--- config.mk ---
export PLATFORM = sky130hd
export DESIGN_NAME = multicycle_control_unit
export DESIGN_NICKNAME = d
export VERILOG_FILES = /design/src/rtl/ctrl_pkg.sv /design/src/rtl/opcode_field_decode.sv /design/src/rtl/multicycle_control_unit.sv
export SDC_FILE = /design/constraint.sdc
export NUM_CORES = 1
export LEC_CHECK = 0
export BUFFER_PORTS_ARGS = -buffer_cell sky130_fd_sc_hd__buf_4
export CAP_MARGIN = 20
export CORE_ASPECT_RATIO = 0.7
export CORE_MARGIN = 1
export CORE_UTILIZATION = 25
export CTS_CLUSTER_DIAMETER = 120
export CTS_CLUSTER_SIZE = 30
export DETAILED_ROUTE_END_ITERATION = 8
export GPL_ROUTABILITY_DRIVEN = 0
export PLACE_DENSITY = 0.51
export REMOVE_ABC_BUFFERS = 1
export SLEW_MARGIN = 10
export SYNTH_ARGS = -nofsm -noshare
export SYNTH_HDL_FRONTEND = slang
export SYNTH_SLANG_ARGS = --single-unit
--- constraint.sdc ---
create_clock -name clk -period 5.5 [get_ports clk]
set_clock_uncertainty 0.2 [all_clocks]
set_input_delay 0.55 -clock clk [delete_from_list [all_inputs] [get_ports clk]]
set_output_delay 0.55 -clock clk [all_outputs]
set_load 0.03 [all_outputs]
--- src/rtl/ctrl_pkg.sv ---
// Shared encodings for the multi-cycle RV32I control unit: opcodes, FSM
// states, datapath select codes and the decoded-opcode field bundle.
package ctrl_pkg;

    // RV32I major opcodes understood by the control unit
    localparam logic [6:0] OP_R      = 7'b0110011;
    localparam logic [6:0] OP_I      = 7'b0010011;
    localparam logic [6:0] OP_LOAD   = 7'b0000011;
    localparam logic [6:0] OP_STORE  = 7'b0100011;
    localparam logic [6:0] OP_BRANCH = 7'b1100011;
    localparam logic [6:0] OP_JAL    = 7'b1101111;
    localparam logic [6:0] OP_JALR   = 7'b1100111;
    localparam logic [6:0] OP_LUI    = 7'b0110111;
    localparam logic [6:0] OP_AUIPC  = 7'b0010111;

    // Wide enough for any memory-wait limit from 1 to 255
    localparam int WAIT_W = 8;

    // Debug-visible state numbering is part of the interface
    typedef enum logic [2:0] {
        ST_FETCH   = 3'd0,
        ST_DECODE  = 3'd1,
        ST_EXECUTE = 3'd2,
        ST_MEM     = 3'd3,
        ST_WB      = 3'd4,
        ST_TRAP    = 3'd5
    } state_e;

    typedef enum logic [2:0] {
        IMM_I = 3'b000,
        IMM_S = 3'b001,
        IMM_B = 3'b010,
        IMM_U = 3'b011,
        IMM_J = 3'b100
    } imm_type_e;

    typedef enum logic [1:0] {
        PC_PLUS4  = 2'b00,
        PC_BRANCH = 2'b01,
        PC_JUMP   = 2'b10
    } pc_src_e;

    typedef enum logic [1:0] {
        ALU_ADD    = 2'b00,
        ALU_BRANCH = 2'b01,
        ALU_RTYPE  = 2'b10,
        ALU_ITYPE  = 2'b11
    } alu_op_e;

    // Static per-opcode attributes; the FSM decides when they take effect
    typedef struct packed {
        logic      legal;
        logic      alu_src;
        imm_type_e imm_type;
        alu_op_e   alu_op;
        logic      is_load;
        logic      is_store;
        logic      is_branch;
        logic      is_jump;
    } op_fields_t;

endpackage

--- src/rtl/opcode_field_decode.sv ---
// Combinational opcode -> datapath-field map, same static encoding as the
// single-cycle decoder. Unknown opcodes come back with legal = 0.
module opcode_field_decode
    import ctrl_pkg::*;
(
    input  logic [6:0] opcode,
    output op_fields_t fields
);

    // Look up the fixed field values for each supported opcode
    always_comb begin
        // NOTE: the whole struct is defaulted before the case, so no path leaves a field unassigned and no latch is inferred.
        fields = '0;
        case (opcode)
            OP_R: begin
                fields.legal  = 1'b1;
                fields.alu_op = ALU_RTYPE;
            end
            OP_I: begin
                fields.legal   = 1'b1;
                fields.alu_src = 1'b1;
                fields.alu_op  = ALU_ITYPE;
            end
            OP_LOAD: begin
                fields.legal   = 1'b1;
                fields.alu_src = 1'b1;
                fields.is_load = 1'b1;
            end
            OP_STORE: begin
                fields.legal    = 1'b1;
                fields.alu_src  = 1'b1;
                fields.imm_type = IMM_S;
                fields.is_store = 1'b1;
            end
            OP_BRANCH: begin
                fields.legal     = 1'b1;
                fields.imm_type  = IMM_B;
                fields.alu_op    = ALU_BRANCH;
                fields.is_branch = 1'b1;
            end
            OP_JAL: begin
                fields.legal    = 1'b1;
                fields.alu_src  = 1'b1;
                fields.imm_type = IMM_J;
                fields.is_jump  = 1'b1;
            end
            OP_JALR: begin
                fields.legal   = 1'b1;
                fields.alu_src = 1'b1;
                fields.is_jump = 1'b1;
            end
            OP_LUI, OP_AUIPC: begin
                fields.legal    = 1'b1;
                fields.alu_src  = 1'b1;
                fields.imm_type = IMM_U;
            end
            default: fields = '0;
        endcase
    end

endmodule

--- src/rtl/multicycle_control_unit.sv ---
// Multi-cycle RV32I control FSM: sequences FETCH/DECODE/EXECUTE/MEM/WB over a
// shared memory with a ready handshake, with stall, memory-wait timeout,
// illegal-opcode trap and a retired-instruction counter.
module multicycle_control_unit
    import ctrl_pkg::*;
#(
    parameter int MAX_WAIT  = 16,
    parameter int INSTRET_W = 32
) (
    input  logic                 clk,
    input  logic                 rst_n,
    input  logic [6:0]           opcode,
    input  logic                 branch_taken,
    input  logic                 mem_ready,
    input  logic                 stall,
    output logic                 pc_write,
    output logic                 ir_write,
    output logic                 mem_read,
    output logic                 mem_write,
    output logic                 mem_sel,
    output logic                 reg_write,
    output logic                 mem_to_reg,
    output logic                 alu_src,
    output logic [1:0]           pc_src,
    output logic [2:0]           imm_type,
    output logic [1:0]           alu_op,
    output logic [2:0]           state_o,
    output logic                 illegal_instr,
    output logic                 mem_timeout,
    output logic [INSTRET_W-1:0] instret
);

    // Wait-counter value during the last cycle an access may still wait
    localparam logic [WAIT_W-1:0] WAIT_LAST = WAIT_W'(MAX_WAIT - 1);

    state_e               state_q;
    state_e               state_n;
    logic [6:0]           opcode_q;
    logic [6:0]           opcode_n;
    logic [WAIT_W-1:0]    wait_q;
    logic [WAIT_W-1:0]    wait_n;
    logic [INSTRET_W-1:0] instret_q;
    logic                 illegal_q;
    logic                 timeout_q;
    logic                 retire;
    logic                 set_illegal;
    logic                 set_timeout;
    logic [6:0]           decode_src;
    op_fields_t           fields;

    // In DECODE the legality check must see the freshly loaded instruction
    // register; everywhere else the latched copy drives the fields.
    assign decode_src = (state_q == ST_DECODE) ? opcode : opcode_q;

    opcode_field_decode u_decode (
        .opcode (decode_src),
        .fields (fields)
    );

    // State register, latched opcode, wait counter, retire count, sticky flags
    always_ff @(posedge clk) begin
        // NOTE: sequential state uses non-blocking assignments so every register samples pre-edge values.
        if (!rst_n) begin
            state_q   <= ST_FETCH;
            opcode_q  <= '0;
            wait_q    <= '0;
            instret_q <= '0;
            illegal_q <= 1'b0;
            timeout_q <= 1'b0;
        end else begin
            state_q  <= state_n;
            opcode_q <= opcode_n;
            wait_q   <= wait_n;
            if (retire) begin
                instret_q <= instret_q + INSTRET_W'(1);
            end
            if (set_illegal) begin
                illegal_q <= 1'b1;
            end
            if (set_timeout) begin
                timeout_q <= 1'b1;
            end
        end
    end

    // Next state, bookkeeping strobes and datapath controls for this state
    always_comb begin
        state_n     = state_q;
        opcode_n    = opcode_q;
        wait_n      = wait_q;
        retire      = 1'b0;
        set_illegal = 1'b0;
        set_timeout = 1'b0;
        pc_write    = 1'b0;
        ir_write    = 1'b0;
        mem_read    = 1'b0;
        mem_write   = 1'b0;
        mem_sel     = 1'b0;
        reg_write   = 1'b0;
        mem_to_reg  = 1'b0;
        alu_src     = 1'b0;
        pc_src      = PC_PLUS4;
        imm_type    = IMM_I;
        alu_op      = ALU_ADD;

        // While reset is asserted every output stays at its zero default
        if (rst_n) begin
            case (state_q)
                ST_FETCH: begin
                    mem_read = !stall;
                    if (!stall) begin
                        if (mem_ready) begin
                            ir_write = 1'b1;
                            state_n  = ST_DECODE;
                        end else if (wait_q == WAIT_LAST) begin
                            set_timeout = 1'b1;
                            state_n     = ST_TRAP;
                        end else begin
                            wait_n = wait_q + WAIT_W'(1);
                        end
                    end
                end

                ST_DECODE: begin
                    if (!stall) begin
                        opcode_n = opcode;
                        if (fields.legal) begin
                            state_n = ST_EXECUTE;
                        end else begin
                            set_illegal = 1'b1;
                            state_n     = ST_TRAP;
                        end
                    end
                end

                ST_EXECUTE: begin
                    alu_src  = fields.alu_src;
                    imm_type = fields.imm_type;
                    alu_op   = fields.alu_op;
                    if (fields.is_branch) begin
                        pc_write = !stall;
                        pc_src   = branch_taken ? PC_BRANCH : PC_PLUS4;
                    end
                    if (!stall) begin
                        if (fields.is_branch) begin
                            retire  = 1'b1;
                            state_n = ST_FETCH;
                        end else if (fields.is_load || fields.is_store) begin
                            state_n = ST_MEM;
                        end else begin
                            state_n = ST_WB;
                        end
                    end
                end

                ST_MEM: begin
                    mem_sel   = 1'b1;
                    mem_read  = fields.is_load && !stall;
                    mem_write = fields.is_store && !stall;
                    if (!stall) begin
                        if (mem_ready) begin
                            if (fields.is_store) begin
                                pc_write = 1'b1;
                                retire   = 1'b1;
                                state_n  = ST_FETCH;
                            end else begin
                                state_n = ST_WB;
                            end
                        end else if (wait_q == WAIT_LAST) begin
                            set_timeout = 1'b1;
                            state_n     = ST_TRAP;
                        end else begin
                            wait_n = wait_q + WAIT_W'(1);
                        end
                    end
                end

                ST_WB: begin
                    reg_write  = !stall;
                    mem_to_reg = fields.is_load;
                    pc_write   = !stall;
                    pc_src     = fields.is_jump ? PC_JUMP : PC_PLUS4;
                    if (!stall) begin
                        retire  = 1'b1;
                        state_n = ST_FETCH;
                    end
                end

                ST_TRAP: begin
                    state_n = ST_TRAP;
                end

                default: begin
                    state_n = ST_TRAP;
                end
            endcase

            // A new state always starts its wait count from zero
            if (state_n != state_q) begin
                wait_n = '0;
            end
        end
    end

    assign state_o       = rst_n ? 3'(state_q) : 3'd0;
    assign instret       = rst_n ? instret_q : '0;
    assign illegal_instr = rst_n & illegal_q;
    assign mem_timeout   = rst_n & timeout_q;

endmodule

## Yosys cells after proc, flatten, opt, wreduce, memory -nomap -nowiden

Cells that the tools add are included.

| operators by class | value |
|---|---|
| bitwise logic cells | 6 |
| equal/unequal tests | 15 |
| muxes and demuxes | 70 |
| add/subtract/negate cells | 2 |
| reductions and logical operators | 13 |

Operators by type and width:

| operator | number |
|---|---|
| $mux 3 | 16 |
| $mux 1 | 41 |
| $add 32x1->32 const B | 1 |
| $mux 32 | 1 |
| $eq 7x6->1 const B | 3 |
| $eq 7x7->1 const B | 3 |
| $pmux 3 s5 | 1 |
| $eq 7x5->1 const B | 2 |
| $pmux 3 s4 | 1 |
| $reduce_or 9->1 | 1 |
| $add 8x1->8 const B | 1 |
| $eq 8x4->1 const B | 1 |
| $mux 2 | 4 |
| $reduce_or 2->1 | 4 |
| $eq 7x2->1 const B | 1 |
| $mux 7 | 1 |
| $reduce_or 7->1 | 1 |
| $eq 3x2->1 const B | 2 |
| $pmux 1 s3 | 2 |
| $pmux 2 s3 | 1 |
| $not 1->1 | 4 |
| $pmux 2 s2 | 1 |
| $reduce_and 4->1 | 1 |
| $eq 3x1->1 const B | 1 |
| other kinds (9) | 11 |

| storage, ports and cells | value |
|---|---|
| flip-flop bits (word level) | 52 |
| word-level logic and storage cells | 112 |
| output and inout bits | 52 |
| bits of input ports | 12 |

## Depth between registers and ports, before layout

| logic depth | value |
|---|---|
| depth after elaboration | 12 |
| gate-level depth with buffers | 8 |

## Modules after synthesis

From an unflattened synthesis, not the netlist that was laid out.

| unflattened totals | value |
|---|---|
| cell total of the unflattened synthesis | 409 |
| area, all modules | 3190.6 sq um |

By module, submodules not included:

| module | seq. area each (sq um) | times used | area an instance (sq um) | cells each |
|---|---|---|---|---|
| multicycle_control_unit | 1041.0 | 1 | 3015.4 | 379 |
| opcode_field_decode | 0.0 | 1 | 175.2 | 30 |

## Least setup slack after synthesis

OpenSTA, ideal clock, no wires.

| timing | value |
|---|---|
| path type | in2out |
| from | input rst_n |
| to | output imm_type[2] |
| data required time | 4750 ps |
| arrival | 2520 ps |
| stages on the path | 6 |
| path slack | 2230 ps |
| path buffers | 2 |
| cells stage by stage | clkbuf_1 > inv_1 > clkbuf_1 > nor2_1 > nand2_1 > nor3b_1 |

| on the way | value |
|---|---|
| cells in the longest elaborated chain, start to end | 1 |

RTL lines:

| what | RTL line | source |
|---|---|---|
| start, declared | multicycle_control_unit.sv:11 | `input logic rst_n,` |
| $mux 3 | multicycle_control_unit.sv:107 | `if (rst_n) begin` |
| end, declared | multicycle_control_unit.sv:25 | `output logic [2:0] imm_type,` |

No other way between the ends.

## Worst setup path after layout

| timing | value |
|---|---|
| from | register state_q[0] |
| to | output pc_write |

| on the way | value |
|---|---|
| cells in the longest elaborated chain, start to end | 9 |

RTL lines:

| what | RTL line | source |
|---|---|---|
| start, declared | multicycle_control_unit.sv:36 | `state_e state_q;` |
| start signal, assigned | multicycle_control_unit.sv:71 | `state_q <= state_n;` |
| $eq 3x1->1 | multicycle_control_unit.sv:53 | `assign decode_src = (state_q == ST_DECODE) ? opcode : opcode_q;` |
| $mux 7 | multicycle_control_unit.sv:53 |  |
| $eq 7x6->1 | opcode_field_decode.sv:14 | `case (opcode)` |
| $mux 1 | opcode_field_decode.sv:14 |  |
| $mux 1 | multicycle_control_unit.sv:162 | `if (fields.is_store) begin` |
| $mux 1 | multicycle_control_unit.sv:161 | `if (mem_ready) begin` |
| $mux 1 | multicycle_control_unit.sv:160 | `if (!stall) begin` |
| $pmux 1 s3 (*) | multicycle_control_unit.sv:108 | `case (state_q)` |
| $mux 1 (*) | multicycle_control_unit.sv:107 |  |
| end, declared | multicycle_control_unit.sv:16 | `output logic pc_write,` |

Every way passes the cells marked *; elsewhere a longest branch is shown, timed or not.

==> metrics <==
flops & latches, synth=52; placed wire-length estimate=6770 um; CTS clk-pin slew, worst paths=70 ps; compound-gate portion of the synthesized area=0.178; Crit. End Element=output port; post-CTS sizing=0; P per Cell Area=198 nW/um2; Final Slew Violations=0; Slew @ Worst Pin=592 ps; CTS root buf=clkbuf_16; Critical-path top delay cell=dfxtp_1; first-pass GRT wire length=15,000 um; Port Buf Inserts=63; Critical Path Source Type=flop; maximum VDD drop=0.105 mV; Async S/R FF share, synth=0; wire length per cell after detailed routing=14.4 um; post-CTS setup buffers=0; Die ar.=13,300 um2; Post-synth EDFFs=0; I/O pins=64; mapped cell area=3210 um2; crit path DAT=2800 ps; die height=96.8 um; Tot GR Track Use=0.141; CTS sink cnt=52; GRT overflow=0; Setup TNS=0 ps; row cnt=34; largest net degree at the start of global routing=48; antenna violations before repair=0; Max Buffers Root-to-Sink=2; Initial Util=0.258; yosys warns=0; clk_lat worst skew=290 ps; CP Class=flop to output port; syn avg cell area=7.59 um2; Tcrit/Tclk final=0.645; sequential share of the synthesized area=0.324; Post-Synthesis Cells=423; leakage power=0.00147 uW; slowest stage delay, CP=560 ps; vias per cell=5.06; Post-CTS Hold Fix Bufs=0; Core ar.=12,500 um2; min-delay worst type=flop to flop; detailed-route via count=3,222; # nets final=489; status=completed; first drt pass iteration count=5; CTS tree=done; CP max FO=14; post-synthesis mux area share=0.0374; fin crit period=3550 ps; Synth Flop Type=dfxtp_1; DR iter-0 viols=260; Post-Synth XOR/XNOR Area=0.0382; Yosys cell types=60; Slew headroom=0.604; Hold Vio Cnt, Final=0; worst hold slack=257 ps; htree depth=2; Residual DRC=0; Max Cap Viol=0; P&R area growth vs syn=22.7%; share of cells above drive strength 1=0.175; Detail Route Antenna Nets=0; ordered cell list for the critical path=nor3b_2 -> mux2i_1 -> o2111ai_4 -> and3_1 -> inv_2 -> buf_4; fmax=282 MHz; Critical Path RT=4750 ps; unrepaired setup endpoints after global routing=false; Die X-Extent=137 um; Seq pwr share=0.502; vias in the first global route=3,000; final wirelength=9200 um; power share of the clock group=0.390; sw power=202 uW; combinational share of power=0.108; Pint=577 uW; combinational family with the most area after synthesis=simple AND/OR/NAND/NOR gates; ant diodes=0; Finish-stage setup viols=0; post-synthesis adder-cell area fraction=0.00779; Sw Ratio=0.259; CP Buf/Inv Count=2; simple-gate area share of the yosys netlist=0.369; CP delay by family, top=simple AND/OR/NAND/NOR gates; CTS Buf Count=5
power groups by stage:
| stage | registers [uW] | logic (uW) | clock network, uW |
|---|---|---|---|
| final | 391 | 84.0 | 304 |
| after global routing | 391 | 91.7 | 329 |
| after CTS | 390 | 83.5 | 312 |
| after detailed placement | 399 | 83.2 | 0 |
| after global placement | 398 | 82.9 | 0 |
| after floorplan | 396 | 52.1 | 0 |
synthesized netlist by cell type, types with 2 or more instances:
library cell,number,area (um2)
o21a_1,3,22.5
o41ai_1,2,17.5
mux2i_1,3,30.0
and3_1,11,68.8
xor2_1,6,52.6
a311o_1,3,30.0
o21ai_1,7,35.0
or3_1,13,81.3
or3b_1,2,17.5
or2_2,4,25.0
o21ai_0,13,65.1
and2_1,33,206
a21oi_1,37,185
or4_1,4,30.0
ha_1,2,25.0
and4_1,2,17.5
nor2b_1,4,25.0
o211ai_1,2,15.0
mux2_1,5,56.3
a31oi_1,6,37.5
a21o_1,2,15.0
xnor2_1,8,70.1
nor4_1,3,18.8
nand4_1,13,81.3
o31ai_1,4,30.0
dfxtp_1,52,1040
clkbuf_1,10,37.5
nor2_1,41,154
buf_2,7,35.0
nand2_1,45,169
nand3_1,19,95.1
a211o_1,2,17.5
nor3_1,11,55.1
inv_1,14,52.6
nand3b_1,4,30.0
and3b_1,2,17.5
stage by stage:
| step | power, uW | setup slack, ps | cell area (um2) | util | cells |
|---|---|---|---|---|---|
| detailed placement | 482 | 2310 | 3810 | 0.305 | 630 |
| finish | 778 | 1950 | 3940 | 0.316 | 637 |
| global route | 812 | 1750 | 3940 | 0.316 | 637 |
| floorplan | 448 | 2200 | 3120 | - | 404 |
| CTS | 786 | 1980 | 3940 | 0.316 | 637 |
| global placement | 481 | 2370 | 3810 | 0.305 | 630 |
layout make-up:
class | instances | area [um2]
sequential | 52 | 1040
tap | 162 | 203
inverter | 15 | 56.3
fill | 1356 | 8520
clock inverter | 1 | 5.00
multi-input combinational | 337 | 2030
timing repair buffer | 64 | 480
clock buffer | 6 | 129
kinds of logic after synthesis:
kind of cell               count (synthesis)
AOI/OAI and AO/OA                         91
DFF                                       52
xor gates and xnor gates                  14
and+or+nand+nor                          220
muxes                                     10
adders and majority gates                  2
buffers and inverters                     34
path summary, 6_finish.rpt:
check / from / end / slack (ps) / cells after the start
worst max-delay path: state_q[0] / pc_write / 1950 / 6
worst min-delay path: timeout_q / timeout_q / 260 / 1
worst max register to register: state_q[0] / instret_q[17] / 2310 / 6
worst min register to register: timeout_q / timeout_q / 260 / 1
state kept, by name, summed over array words and instances (netlist names):
| register | count |
|---|---|
| instret_q | 32 |
| illegal_q | 1 |
| timeout_q | 1 |
| state_q | 3 |
| wait_q | 8 |
| opcode_q | 7 |
metal layers:
layer  GRT usage  vias up  part of all wire
li1            -     1621                 -
met1       0.211     1512              0.51
met2       0.200       81              0.42
met3      0.0314        8             0.063
met4      0.0347        0            0.0089
met5           0        -                 0
cells in the final DEF (no fill, tap or decap), types with 3 or more instances in the layout:
cell type and count:
buf_4 64, dfxtp_1 52, nand2_1 45, nor2_1 41, a21oi_1 37, and2_1 33, nand3_1 19, inv_1 14
nand4_1 13, or3_1 13, o21ai_0 13, nor3_1 11, and3_1 11, xnor2_1 8, o21ai_1 7, xor2_1 6
a31oi_1 6, mux2_1 5, clkbuf_16 5, nor2b_1 4, nand3b_1 4, or2_2 4, o31ai_1 4, or4_1 4
mux2i_1 3, nor4_1 3, o21a_1 3, a311o_1 3
(Power assumes the default switching activity.)
